## src/rtl/bringup_pkg.sv

```systemverilog
// Shared state encodings, fail codes and helpers for the bring-up sequencer.
package bringup_pkg;

   typedef logic [2:0] state_t;

   localparam state_t StIdle     = 3'd0;
   localparam state_t StAdcRst   = 3'd1;
   localparam state_t StWaitLock = 3'd2;
   localparam state_t StDspRst   = 3'd3;
   localparam state_t StCoreRst  = 3'd4;
   localparam state_t StRun      = 3'd5;
   localparam state_t StPass     = 3'd6;
   localparam state_t StFail     = 3'd7;

   localparam logic [1:0] FAIL_NONE    = 2'd0;
   localparam logic [1:0] FAIL_LOCK    = 2'd1;
   localparam logic [1:0] FAIL_TIMEOUT = 2'd2;
   localparam logic [1:0] FAIL_ABORT   = 2'd3;

   typedef struct packed {
      logic adc;
      logic dsp;
      logic core;
      logic uart;
   } rst_vec_t;

   // Domain resets implied by a state; release order adc < dsp < core = uart.
   function automatic rst_vec_t rst_for_state(input state_t s);
      rst_vec_t r;
      r = '1;
      case (s)
         StWaitLock:     r = '{adc: 1'b0, dsp: 1'b1, core: 1'b1, uart: 1'b1};
         StDspRst:       r = '{adc: 1'b0, dsp: 1'b1, core: 1'b1, uart: 1'b1};
         StCoreRst:      r = '{adc: 1'b0, dsp: 1'b0, core: 1'b1, uart: 1'b1};
         StRun, StPass:  r = '0;
         default:        r = '1;
      endcase
      return r;
   endfunction

   function automatic int unsigned max4(input int unsigned a, input int unsigned b,
                                        input int unsigned c, input int unsigned d);
      int unsigned m;
      m = a;
      if (b > m) m = b;
      if (c > m) m = c;
      if (d > m) m = d;
      return m;
   endfunction

endpackage

```

## src/rtl/bringup_delay_timer.sv

```systemverilog
// Loadable down-counter; expired_o pulses for one cycle when a loaded count of V
// has spent V cycles, so a state entered with a load lasts exactly V cycles.
module bringup_delay_timer #(
   parameter int unsigned W = 8
) (
   input  logic         core_clock,
   input  logic         reset,
   input  logic         load_i,
   input  logic [W-1:0] value_i,
   output logic         expired_o
);

   logic [W-1:0] cnt_q, cnt_d;

   always_comb begin
      cnt_d = cnt_q;
      if (load_i) begin
         cnt_d = value_i;
      end else if (cnt_q != '0) begin
         cnt_d = cnt_q - W'(1);
      end
   end

   always_ff @(posedge core_clock) begin
      if (!reset) begin
         cnt_q <= '0;
      end else begin
         cnt_q <= cnt_d;
      end
   end

   assign expired_o = (cnt_q == W'(1));

endmodule

```

## src/rtl/bringup_sequencer.sv

```systemverilog
// Ordered domain reset release (ADC, DSP, core/UART) followed by a supervised run
// with success, cycle-budget and abort handling; all outputs registered.
module bringup_sequencer
   import bringup_pkg::*;
#(
   parameter int unsigned ADC_DLY  = 32,
   parameter int unsigned LOCK_TMO = 256,
   parameter int unsigned DSP_DLY  = 16,
   parameter int unsigned CORE_DLY = 64,
   parameter int unsigned CNT_W    = 32
) (
   input  logic             core_clock,
   input  logic             reset,
   input  logic             start,
   input  logic             abort,
   input  logic [CNT_W-1:0] max_cycles,
   input  logic             adc_lock,
   input  logic             success,
   output logic             adc_reset_out,
   output logic             dsp_reset_out,
   output logic             core_reset_out,
   output logic             uart_reset_out,
   output logic             busy,
   output logic             done,
   output logic             fail,
   output logic [1:0]       fail_code,
   output logic [CNT_W-1:0] cycle_count
);

   // Core/UART hold is one cycle longer than the nominal delay.
   localparam int unsigned TmrMax = max4(ADC_DLY, LOCK_TMO, DSP_DLY, CORE_DLY + 1);
   localparam int unsigned TmrW   = $clog2(TmrMax) + 1;

   localparam logic [TmrW-1:0] AdcLoad  = TmrW'(ADC_DLY);
   localparam logic [TmrW-1:0] LockLoad = TmrW'(LOCK_TMO);
   localparam logic [TmrW-1:0] DspLoad  = TmrW'(DSP_DLY);
   localparam logic [TmrW-1:0] CoreLoad = TmrW'(CORE_DLY + 1);

   state_t           state_q, state_d;
   logic [CNT_W-1:0] budget_q, budget_d;
   logic [CNT_W-1:0] count_q, count_d;
   logic [1:0]       code_q, code_d;
   rst_vec_t         rst_q, rst_d;
   logic             busy_q, busy_d;
   logic             done_q, done_d;
   logic             fail_q, fail_d;

   logic            tmr_load;
   logic [TmrW-1:0] tmr_value;
   logic            tmr_expired;

   bringup_delay_timer #(
      .W(TmrW)
   ) u_timer (
      .core_clock(core_clock),
      .reset     (reset),
      .load_i    (tmr_load),
      .value_i   (tmr_value),
      .expired_o (tmr_expired)
   );

   always_comb begin
      state_d   = state_q;
      budget_d  = budget_q;
      count_d   = count_q;
      code_d    = code_q;
      tmr_load  = 1'b0;
      tmr_value = '0;

      case (state_q)
         StIdle, StPass, StFail: begin
            if (start) begin
               state_d   = StAdcRst;
               budget_d  = max_cycles;
               count_d   = '0;
               code_d    = FAIL_NONE;
               tmr_load  = 1'b1;
               tmr_value = AdcLoad;
            end
         end
         StAdcRst: begin
            if (abort) begin
               state_d = StFail;
               code_d  = FAIL_ABORT;
            end else if (tmr_expired) begin
               state_d   = StWaitLock;
               tmr_load  = 1'b1;
               tmr_value = LockLoad;
            end
         end
         StWaitLock: begin
            if (abort) begin
               state_d = StFail;
               code_d  = FAIL_ABORT;
            end else if (adc_lock) begin
               state_d   = StDspRst;
               tmr_load  = 1'b1;
               tmr_value = DspLoad;
            end else if (tmr_expired) begin
               state_d = StFail;
               code_d  = FAIL_LOCK;
            end
         end
         StDspRst: begin
            if (abort) begin
               state_d = StFail;
               code_d  = FAIL_ABORT;
            end else if (tmr_expired) begin
               state_d   = StCoreRst;
               tmr_load  = 1'b1;
               tmr_value = CoreLoad;
            end
         end
         StCoreRst: begin
            if (abort) begin
               state_d = StFail;
               code_d  = FAIL_ABORT;
            end else if (tmr_expired) begin
               state_d = StRun;
            end
         end
         StRun: begin
            if (count_q != '1) begin
               count_d = count_q + CNT_W'(1);
            end
            if (abort) begin
               state_d = StFail;
               code_d  = FAIL_ABORT;
            end else if (success) begin
               state_d = StPass;
            end else if ((budget_q != '0) && (count_q == budget_q - CNT_W'(1))) begin
               state_d = StFail;
               code_d  = FAIL_TIMEOUT;
            end
         end
         default: state_d = StIdle;
      endcase
   end

   // Status is decoded from the next state so every output is a flop.
   always_comb begin
      rst_d  = rst_for_state(state_d);
      busy_d = (state_d != StIdle) && (state_d != StPass) && (state_d != StFail);
      done_d = (state_d == StPass) || (state_d == StFail);
      fail_d = (state_d == StFail);
   end

   always_ff @(posedge core_clock) begin
      if (!reset) begin
         state_q  <= StIdle;
         budget_q <= '0;
         count_q  <= '0;
         code_q   <= FAIL_NONE;
         rst_q    <= '1;
         busy_q   <= 1'b0;
         done_q   <= 1'b0;
         fail_q   <= 1'b0;
      end else begin
         state_q  <= state_d;
         budget_q <= budget_d;
         count_q  <= count_d;
         code_q   <= code_d;
         rst_q    <= rst_d;
         busy_q   <= busy_d;
         done_q   <= done_d;
         fail_q   <= fail_d;
      end
   end

   assign adc_reset_out  = rst_q.adc;
   assign dsp_reset_out  = rst_q.dsp;
   assign core_reset_out = rst_q.core;
   assign uart_reset_out = rst_q.uart;
   assign busy           = busy_q;
   assign done           = done_q;
   assign fail           = fail_q;
   assign fail_code      = code_q;
   assign cycle_count    = count_q;

endmodule

```

## config.mk

```make
export PLATFORM = sky130hd
export DESIGN_NAME = bringup_sequencer
export DESIGN_NICKNAME = d
export VERILOG_FILES = /design/src/rtl/bringup_pkg.sv /design/src/rtl/bringup_delay_timer.sv /design/src/rtl/bringup_sequencer.sv
export SDC_FILE = /design/constraint.sdc
export NUM_CORES = 1
export LEC_CHECK = 0
export ABC_CLOCK_PERIOD_IN_PS = 3270
export BUFFER_PORTS_ARGS = -buffer_cell sky130_fd_sc_hd__buf_2
export CORE_UTILIZATION = 40
export DETAILED_ROUTE_END_ITERATION = 8
export GPL_ROUTABILITY_DRIVEN = 0
export SYNTH_ARGS = -nofsm -noshare
export SYNTH_HDL_FRONTEND = slang
export SYNTH_HIERARCHICAL = 1
export SYNTH_SLANG_ARGS = --single-unit
```

## constraint.sdc

```tcl
create_clock -name core_clock -period 3.27 [get_ports core_clock]
set_input_delay 0.1635 -clock core_clock [delete_from_list [all_inputs] [get_ports core_clock]]
set_output_delay 0.1635 -clock core_clock [all_outputs]
set_load 0.02 [all_outputs]
```

# Word level (Yosys, flattened, before mapping)
# Index checks and enable logic that the tools add are counted.
[totals]
register_bits = 85
output_inout_bits = 41
wordCells = 101
[op_classes]
reduce_logical = 18
addsub = 3
mux = 43
eq_ne = 25
[ops]
columns = ["op", "count"]
rows = [
  ["2-to-1 mux 32 bit", 2],
  ["case mux 32 bit (2 select lines)", 1],
  ["2-to-1 mux 3 bit", 13],
  ["2-to-1 mux 9 bit", 4],
  ["case mux 9 bit (4 select lines)", 1],
  ["adder 32 x 1 -> 32 bit (second input constant)", 1],
  ["equality test 32 bit", 1],
  ["!= test 32 bit (second input constant)", 1],
  ["nonzero test 32 bit", 1],
  ["subtractor 32 x 1 -> 32 bit (second input constant)", 1],
  ["equality test 3 bit (second input constant)", 8],
  ["!= test 3 bit (second input constant)", 6],
  ["case mux 3 bit (6 select lines)", 1],
  ["2-to-1 mux 2 bit", 8],
  ["2-to-1 mux 7 bit", 2],
  ["equality test 3 x 2 -> 1 bit (second input constant)", 4],
  ["case mux 4 bit (3 select lines)", 1],
  ["2-to-1 mux 5 bit", 2],
  ["equality test 9 x 1 -> 1 bit (second input constant)", 1],
  ["nonzero test 9 bit", 1],
  ["subtractor 9 x 1 -> 9 bit (second input constant)", 1],
  ["case mux 2 bit (4 select lines)", 1],
  ["2-to-1 mux 6 bit", 1],
  ["AND reduction 6 bit", 1],
  ["14 further kinds", 25],
]

# Depth between registers and ports, before layout
# Gate-level depths: netlist of run 1.
[depth]
word_depth = 10
ltp_mapped = 13
ltp_nobuf = 12

# Cells and area by module
# Netlist of run 1, hierarchy kept.
[modules_own_cells]
columns = ["mod", "n_inst", "area_per_inst_um2", "cells_per_inst"]
rows = [
  ["bringup_sequencer", 1, 4408.0, 588],
  ["bringup_delay_timer", 1, 508.0, 61],
]

# Least setup slack after synthesis of run 1
# No wires, ideal clock.
[synth_timing]
path_type = "register -> register"
start = "register budget_q[3]"
end = "register rst_q (netlist bit core_reset_out)"
t_required_ns = 3.208
path_stages_with_launch = 12
path_buffers = 2
arrival_time_ns = 3.124
period_less_slack_ns = 3.186
path_slack_ns = 0.084
cell_sequence = "dfxtp_1 > or4_1 > buf_2 > or4_1 > buf_2 > nor4_1 > xnor2_1 > o211ai_1 > nor4_1 > a21oi_1 > or3_1 > nand3_1"
[synth_via]
elab_chain_cells = 10
elab_cells_between_ends = 16
[synth_rtl]
columns = ["item", "line", "text"]
rows = [
  ["from (decl)", "bringup_sequencer.sv:40", "logic [CNT_W-1:0] budget_q, budget_d;"],
  ["from (signal assigned)", "bringup_sequencer.sv:160", "budget_q <= budget_d;"],
  ["subtractor 32 x 1 -> 32 bit", "bringup_sequencer.sv:131", "end else if ((budget_q != '0) && (count_q == budget_q - CNT_W'(1))) begin"],
  ["equality test 32 bit", "bringup_sequencer.sv:131", ""],
  ["logical AND 1 bit (*)", "bringup_sequencer.sv:131", ""],
  ["2-to-1 mux 3 bit (*)", "bringup_sequencer.sv:131", ""],
  ["2-to-1 mux 3 bit (*)", "bringup_sequencer.sv:129", "end else if (success) begin"],
  ["2-to-1 mux 3 bit (*)", "bringup_sequencer.sv:126", "if (abort) begin"],
  ["case mux 3 bit (6 select lines) (*)", "bringup_sequencer.sv:70", "case (state_q)"],
  ["equality test 3 bit or equality test 3 x 2 -> 1 bit (tied branches)", "bringup_pkg.sv:31", "case (s)"],
  ["OR reduction 2 bit, on equally long branches", "n/a", ""],
  ["case mux 4 bit (3 select lines) (*)", "bringup_pkg.sv:31", ""],
  ["to (signal assigned)", "bringup_sequencer.sv:163", "rst_q <= rst_d;"],
  ["to (decl)", "bringup_sequencer.sv:43", "rst_vec_t rst_q, rst_d;"],
]
# Mark *: on every way between the ends. The rest lies on a longest branch, timed or not.
# A chain may end at the register's enable or synchronous reset.

# Worst setup path in the final report of run 1
[layout_timing]
start = "register budget_q[0]"
end = "register rst_q (netlist bit core_reset_out)"
# The elaborated chain is that of the path after synthesis.

==> metrics.txt, run 1 <==
status=complete, no violations; via count=just under 5000; simple-gate portion of the synthesized area=between 30% and 40%; worst rel slew slack=40.5%; final instance area=6010 um^2; Max Cap Viol=0; postcts setup bufs=0; drt first-iter violations=284; first-pass GRT wire length=21600 um; share of cells above drive strength 1=20.3%; Slew @ Worst Pin=884 ps; mux cell area share after synthesis=0.636%; Hold Path Depth=3; vias in the first global route=~4400; Peak Freq=319 MHz; Clock Tree Buf Depth=2; row count=40; WP data required=3550 ps; P_leak=between 0.002 and 0.0025 uW; DRC=0; number of diodes=0; synthesis-to-layout area growth=22.2%; Final Power=3820 uW; largest family of logic cells by synthesized area=simple AND/OR/NAND/NOR gates; core area=12000 um^2; Port-buffer cells=78; max-slew violations=0; commonest non-fill, non-tap cell in the layout=nand2_1; Worst setup EP type=flop; Worst-path clk slew=60 ps; ys flop type=dfxtp_1; pin count of the biggest net entering global routing=38; CP max FO=8; DR pass1 iterations=4; setup violators final=0; DR vias/cell=about 5.5; die footprint=12700 um^2; Die X=113 um; endpoints failing hold=0; r2r worst-path depth=10; placed inst area=5660 um^2; pwr dens=636 nW/um^2; hold buffers post-CTS=0; CTS tree=yes; #FFs+latches synth=84; critical path data arrival time=3410 ps; syn avg cell area=7.57 um^2; Initial Util=40.9%; Tmin final=~3100 ps; die height=113 um; most frequent cells in the layout=99 x nand2_1, 83 x dfxtp_1, 78 x buf_2; drt total wl=approximately 13000 um; CTS Buf Count=9; Synth Area in XOR/XNOR=11.2%; Routed wire per std cell=between 10 and 15 um; Skew-Pair Late Insertion Delay=340 ps; Filler cells=1183; clock sink total=84; global route overflow=0; clock skew=~4.1 ps; Routed Antenna Nets=0; total track usage=a little over a fifth; VDD IR max=0.000341 V; Compound-Gate Fraction of Synth Area=around 17%; Layout Nets=roughly 790; Ys Warns=6; Seq/Total Area, Yosys=34.2%; H-tree depth=3; Post-synth EDFFs=0; unique cell type count in the Yosys netlist=68; cell count after synthesis=649; initial antenna violation count=0; IO Pins=about 80; fin crit share=between 90 and 100%; Setup CP Type=flop to flop; min-delay worst type=primary input to flop; Synth Cell Area=4920 um^2; Worst Setup Start Kind=flop; asr flop ratio synth=0%; Synth Area in Adders=1.02%; clk root buf=clkbuf_16; placed wire-length estimate after detailed placement=10000 um
==> area by class of cell <==
type | count | area [um^2] | area share, %
multi-input combinational | 516 | 3090 | 51.4
sequential | 84 | 1680 | 28.0
timing repair buffer | 116 | 676 | 11.2
clock buffer | 11 | 253 | 4.21
tap | 147 | 184 | 3.06
inverter | 18 | 67.6 | 1.12
clock inverter | 2 | 60.1 | 1.00
==> logic make-up after synthesis <==
| logic type | Yosys count |
|---|---|
| and+or+nand+nor | 308 |
| other | 1 |
| buffers and inverters | 52 |
| adders and majority gates | 4 |
| AOI/OAI and AO/OA | 134 |
| DFF | 84 |
| muxes | 3 |
| xor gates and xnor gates | 63 |
==> sequential cells by signal, indices dropped and copies added (netlist names) <==
signal,flops
fail_code,2
state_q,3
dsp_reset_out,1
done,1
budget_q,32
cycle_count,32
core_reset_out,1
u_timer/cnt_q,9
adc_reset_out,1
fail,1
busy,1
==> Yosys cell counts, types with 16 or more instances <==
| library cell | number | area, um^2 |
|---|---|---|
| nand2_1 | 99 | 372 |
| o21ai_0 | 23 | 115 |
| nor4_1 | 16 | 100 |
| nor3_1 | 16 | 80.1 |
| xnor2_1 | 32 | 280 |
| a21oi_1 | 57 | 285 |
| nand3_1 | 23 | 115 |
| clkbuf_1 | 30 | 113 |
| dfxtp_1 | 84 | 1680 |
| nor2_1 | 61 | 229 |
| inv_1 | 16 | 60.1 |
| xor2_1 | 31 | 272 |
==> metal layers <==
layer / wire (um) / vias up / global-route usage, %
met1: 6430 / 2285 / 27.7
li1: - / 2485 / -
met2: 6020 / 112 / 33.6
met4: 278 / 0 / 7.98
met5: 0 / - / 0
met3: 599 / 20 / 5.95
==> where the power goes <==
part	total, uW	leakage, uW	internal [uW]	switching, uW
clock	1090	0.000154	697	392
combinational	1460	0.00162	642	818
sequential	1270	0.000685	1150	125
total	3820	0.00246	2490	1330
==> path summary, 6_finish.rpt <==
check	from	to	slack, ps
setup reg to reg	budget_q[0]	core_reset_out	140
hold reg to reg	budget_q[14]	budget_q[14]	480
hold / removal	max_cycles[7]	budget_q[7]	60
setup / recovery	budget_q[0]	core_reset_out	140
==> through the flow <==
stage          util, %  TNS (ps)  instances  hold WS [ps]  setup slack [ps]
2_1_floorplan        -         0        652           225              84.2
3_3_place_gp      47.1     -18.5        881           407             -18.5
3_5_place_dp      47.1      -262        881           411             -78.7
4_1_cts           49.8         0        894          41.3              65.3
5_1_grt           50.0     -77.6        894          60.0             -25.1
6_report          50.0         0        894          56.7               140
==> what timing repair did <==
action	in CTS	in global routing
resized for setup	2	6
pin swaps	0	6
setup endpoints to repair	6	9
==> worst max-delay path, cell delays in order (launching register included) <==
cell,delay (ps)
dfxtp_2,340
or4_4,550
or4_4,620
nor4_4,170
xnor2_1,150
o211ai_1,140
nor4_2,330
buf_4,170
a21oi_1,110
or3_1,390
nand3_1,90
(Power assumes the default switching activity.)
==> run 2, diff against run 1 <==
ABC_AREA = 1   (was unset)
CAP_MARGIN = 20   (was unset)
==> metrics.txt, run 2 <==
#FFs+latches synth=84 (unchanged); placed wire-length estimate after detailed placement=12800 um (was 10000 um); syn avg cell area=6.07 um^2 (was 7.57 um^2); met2 wire len=7620 um (was 6020 um); CTS tree=yes (unchanged); IO Pins=79 (unchanged); cell taking the most area after synthesis=dfxtp_1 (unchanged); count leader, synth=nand2_1 (unchanged); global route overflow=0 (unchanged); pin count of the biggest net entering global routing=48 (was 38); Tmin final=2670 ps (was 3130 ps); Synth Cell Area=5640 um^2 (was 4920 um^2); CP max stage cell=dfxtp_1 (was or4_4); clock skew=6.05 ps (was 4.11 ps); Skew-Pair Late Insertion Delay=350 ps (was 340 ps); total track usage=23.3% (was 21.3%); core area=13800 um^2 (was 12000 um^2); die footprint=14600 um^2 (was 12700 um^2); clk root buf=clkbuf_16 (unchanged); Routed wire per std cell=13.6 um (was 14.9 um); Top Layer Used=met4 (unchanged); min-delay worst type=primary input to flop (unchanged); Post-synth EDFFs=0 (unchanged); Port-buffer cells=78 (unchanged); Worst setup EP type=flop (unchanged); Clock Tree Buf Depth=2 (unchanged); DR pass1 iterations=7 (was 4); failing checks=design-rule violations; Seq/Total Area, Yosys=29.8% (was 34.2%); P_leak=0.00290 uW (was 0.00246 uW); Critical path buffers and inverters=4 (was 1); Worst-path clk slew=60 ps (about the same); M1 wire length=7570 um (was 6430 um); pwr dens=827 nW/um^2 (was 636 nW/um^2); Sw Ratio=46.8% (was 34.9%); top cell type's share of synthesized area=29.8% (was 34.2%); slowest stage delay, CP=390 ps (was 620 ps); Critical Path, Cell by Cell=inv_2, nand2_1, nor2_1, nor2_1, nand2_1, nor2_1, inv_2, nor2_4, inv_2, nand2_1, inv_1, or2_2, nand3_1, nor2_1 (was or4_4, or4_4, nor4_4, xnor2_1, o211ai_1, nor4_2, buf_4, a21oi_1, or3_1, nand3_1); asr flop ratio synth=0% (unchanged); NetSw=2520 uW (was 1330 uW); WP data required=3520 ps (was 3550 ps); Int Power=2860 uW (was 2490 uW); Largest delay share family, worst path=simple AND/OR/NAND/NOR gates (unchanged); commonest non-fill, non-tap cell in the layout=nand2_1 (unchanged); critical path data arrival time=2920 ps (was 3410 ps); worst setup slack after placement=652 ps (was -78.7 ps); die height=121 um (was 113 um); wire length on met3=698 um (was 599 um); number of diodes=0 (unchanged); cts repair resizes=0 (was 2); synthesis-to-layout area growth=15.3% (was 22.2%); crit-path most repeated cell=nor2_1 (was or4_4); Initial Util=40.8% (was 40.9%); synth top area cells=dfxtp_1 30%, nand2_1 14%, nor2_1 13% (was dfxtp_1 34%, nand2_1 7.6%, a21oi_1 5.8%); status=finished, violations left (was complete, no violations); worst rel slew slack=43.4% (was 40.5%); first-pass GRT wire length=26700 um (was 21600 um); DRC=2 (was 0); Final Power=5380 uW (was 3820 uW); Max Cap Viol=0 (unchanged); H-tree depth=3 (unchanged); Layout Nets=1042 (was 787); unique cell type count in the Yosys netlist=44 (was 68); vias in the first global route=5521 (was 4444); top post-synthesis cells by count=210 x nand2_1, 188 x nor2_1, 96 x inv_1, 84 x dfxtp_1, 54 x a21oi_1 (was 99 x nand2_1, 84 x dfxtp_1, 61 x nor2_1, 57 x a21oi_1, 32 x xnor2_1); Seq pwr share=28.6% (was 33.3%); hold buffers post-CTS=0 (unchanged); max-slew violations=0 (unchanged); Final TNS setup=0 ps (unchanged); endpoints failing hold=0 (unchanged); CP max FO=19 (was 8); cell count after synthesis=930 (was 649); Clk network pwr share=20.5% (was 28.5%); Die X=121 um (was 113 um); VDD IR max=0.000404 V (was 0.000341 V); drt first-iter violations=464 (was 284); most frequent cells in the layout=210 x nand2_1, 188 x nor2_1, 96 x inv_1 (was 99 x nand2_1, 83 x dfxtp_1, 78 x buf_2); ys flop type=dfxtp_1 (unchanged); Ys Warns=6 (unchanged); via count=5975 (was 4902); row count=43 (was 40); drt total wl=16200 um (was 13300 um); initial antenna violation count=0 (unchanged); fin crit share=81.7% (was 95.7%); minimum hold slack=37.8 ps (was 56.7 ps); placed inst area=6190 um^2 (was 5660 um^2); postcts setup bufs=0 (unchanged); RSZ-0062 raised after global routing=false; Setup CP Type=flop to flop (unchanged); setup violators final=0 (unchanged); Worst Setup Start Kind=flop (unchanged); setup ws final=599 ps (was 140 ps); Slew @ Worst Pin=847 ps (was 884 ps); share of cells above drive strength 1=13.6% (was 20.3%); Peak Freq=374 MHz (was 319 MHz); DR vias/cell=5.04 (was 5.48); clock sink total=84 (unchanged); CTS Buf Count=9 (unchanged); final instance area=6510 um^2 (was 6010 um^2); Comb pwr share=50.9% (was 38.2%); Routed Antenna Nets=0 (unchanged)
[run 2: cell count changes in the layout (fill, tap and decap cells not counted), moves of 8 or more]
cell / previous run / this run
o21ai_0: 23 / 51
buf_4: 38 / 5
nand2_1: 99 / 210
nand2_2: 0 / 8
or4_1: 8 / 0
or3_1: 13 / 0
nor2_1: 61 / 188
inv_1: 16 / 96
nand3_1: 23 / 53
nor3_1: 16 / 33
nor2b_1: 8 / 0
xnor2_1: 32 / 12
[run 2: path summary, 6_finish.rpt]
| kind | slack, ps | from | endpoint | cells after the start |
|---|---|---|---|---|
| setup / recovery | 600 | state_q[1] | u_timer/cnt_q[7] | 14 |
| hold / removal | 40 | max_cycles[29] | budget_q[29] | 3 |
| setup reg to reg | 600 | state_q[1] | u_timer/cnt_q[7] | 14 |
| hold reg to reg | 480 | fail_code[1] | fail_code[1] | 2 |
[run 2: power by group through the flow]
stage               combinational [uW]  sequential [uW]  clock (uW)
floorplan                         2120             1540           0
global route                      3150             1580        1170
finish                            2740             1540        1100
detailed placement                2710             1560           0
CTS                               2730             1540        1130
global placement                  2710             1560           0
[run 2: logic make-up (layout without fill, tap and decap cells)]
group           after synthesis  count (layout)  synth area share, %
compound gates              124             124                 11.8
flops                        84              84                 29.8
xor+xnor                     38              38                 6.14
buf+inv                     131             203                 9.02
other cells                   1               4               0.0665
simple gates                548             548                 42.3
fa+ha+maj                     4               4                0.887
[run 2: metal layers]
metal,vias up,GRT usage (%)
li1,3120,-
met1,2681,29.2
met2,150,40.3
met3,24,4.10
met4,0,7.56
met5,-,0
[run 2: cell type report]
type	count	area [um^2]
inverters	104	390
clock buffers	12	246
flip-flops and latches	84	1680
fillers	1503	7320
multi-input cells	718	3460
well taps	180	225
clock inverters	4	72.6
repair buffers	83	428
[run 2: worst register-to-register path, delay by kind of cell, from the launching register on]
kind / cells / cell delay [ps]
buf+inv: 4 / 530
flops: 1 / 390
simple gates: 10 / 1660
[run 2: per-stage QoR]
stage               cells  utilization, %
finish               1185            47.1
global route         1185            47.1
CTS                  1185            47.1
detailed placement   1169            44.8
global placement     1169            44.8
floorplan             933               -
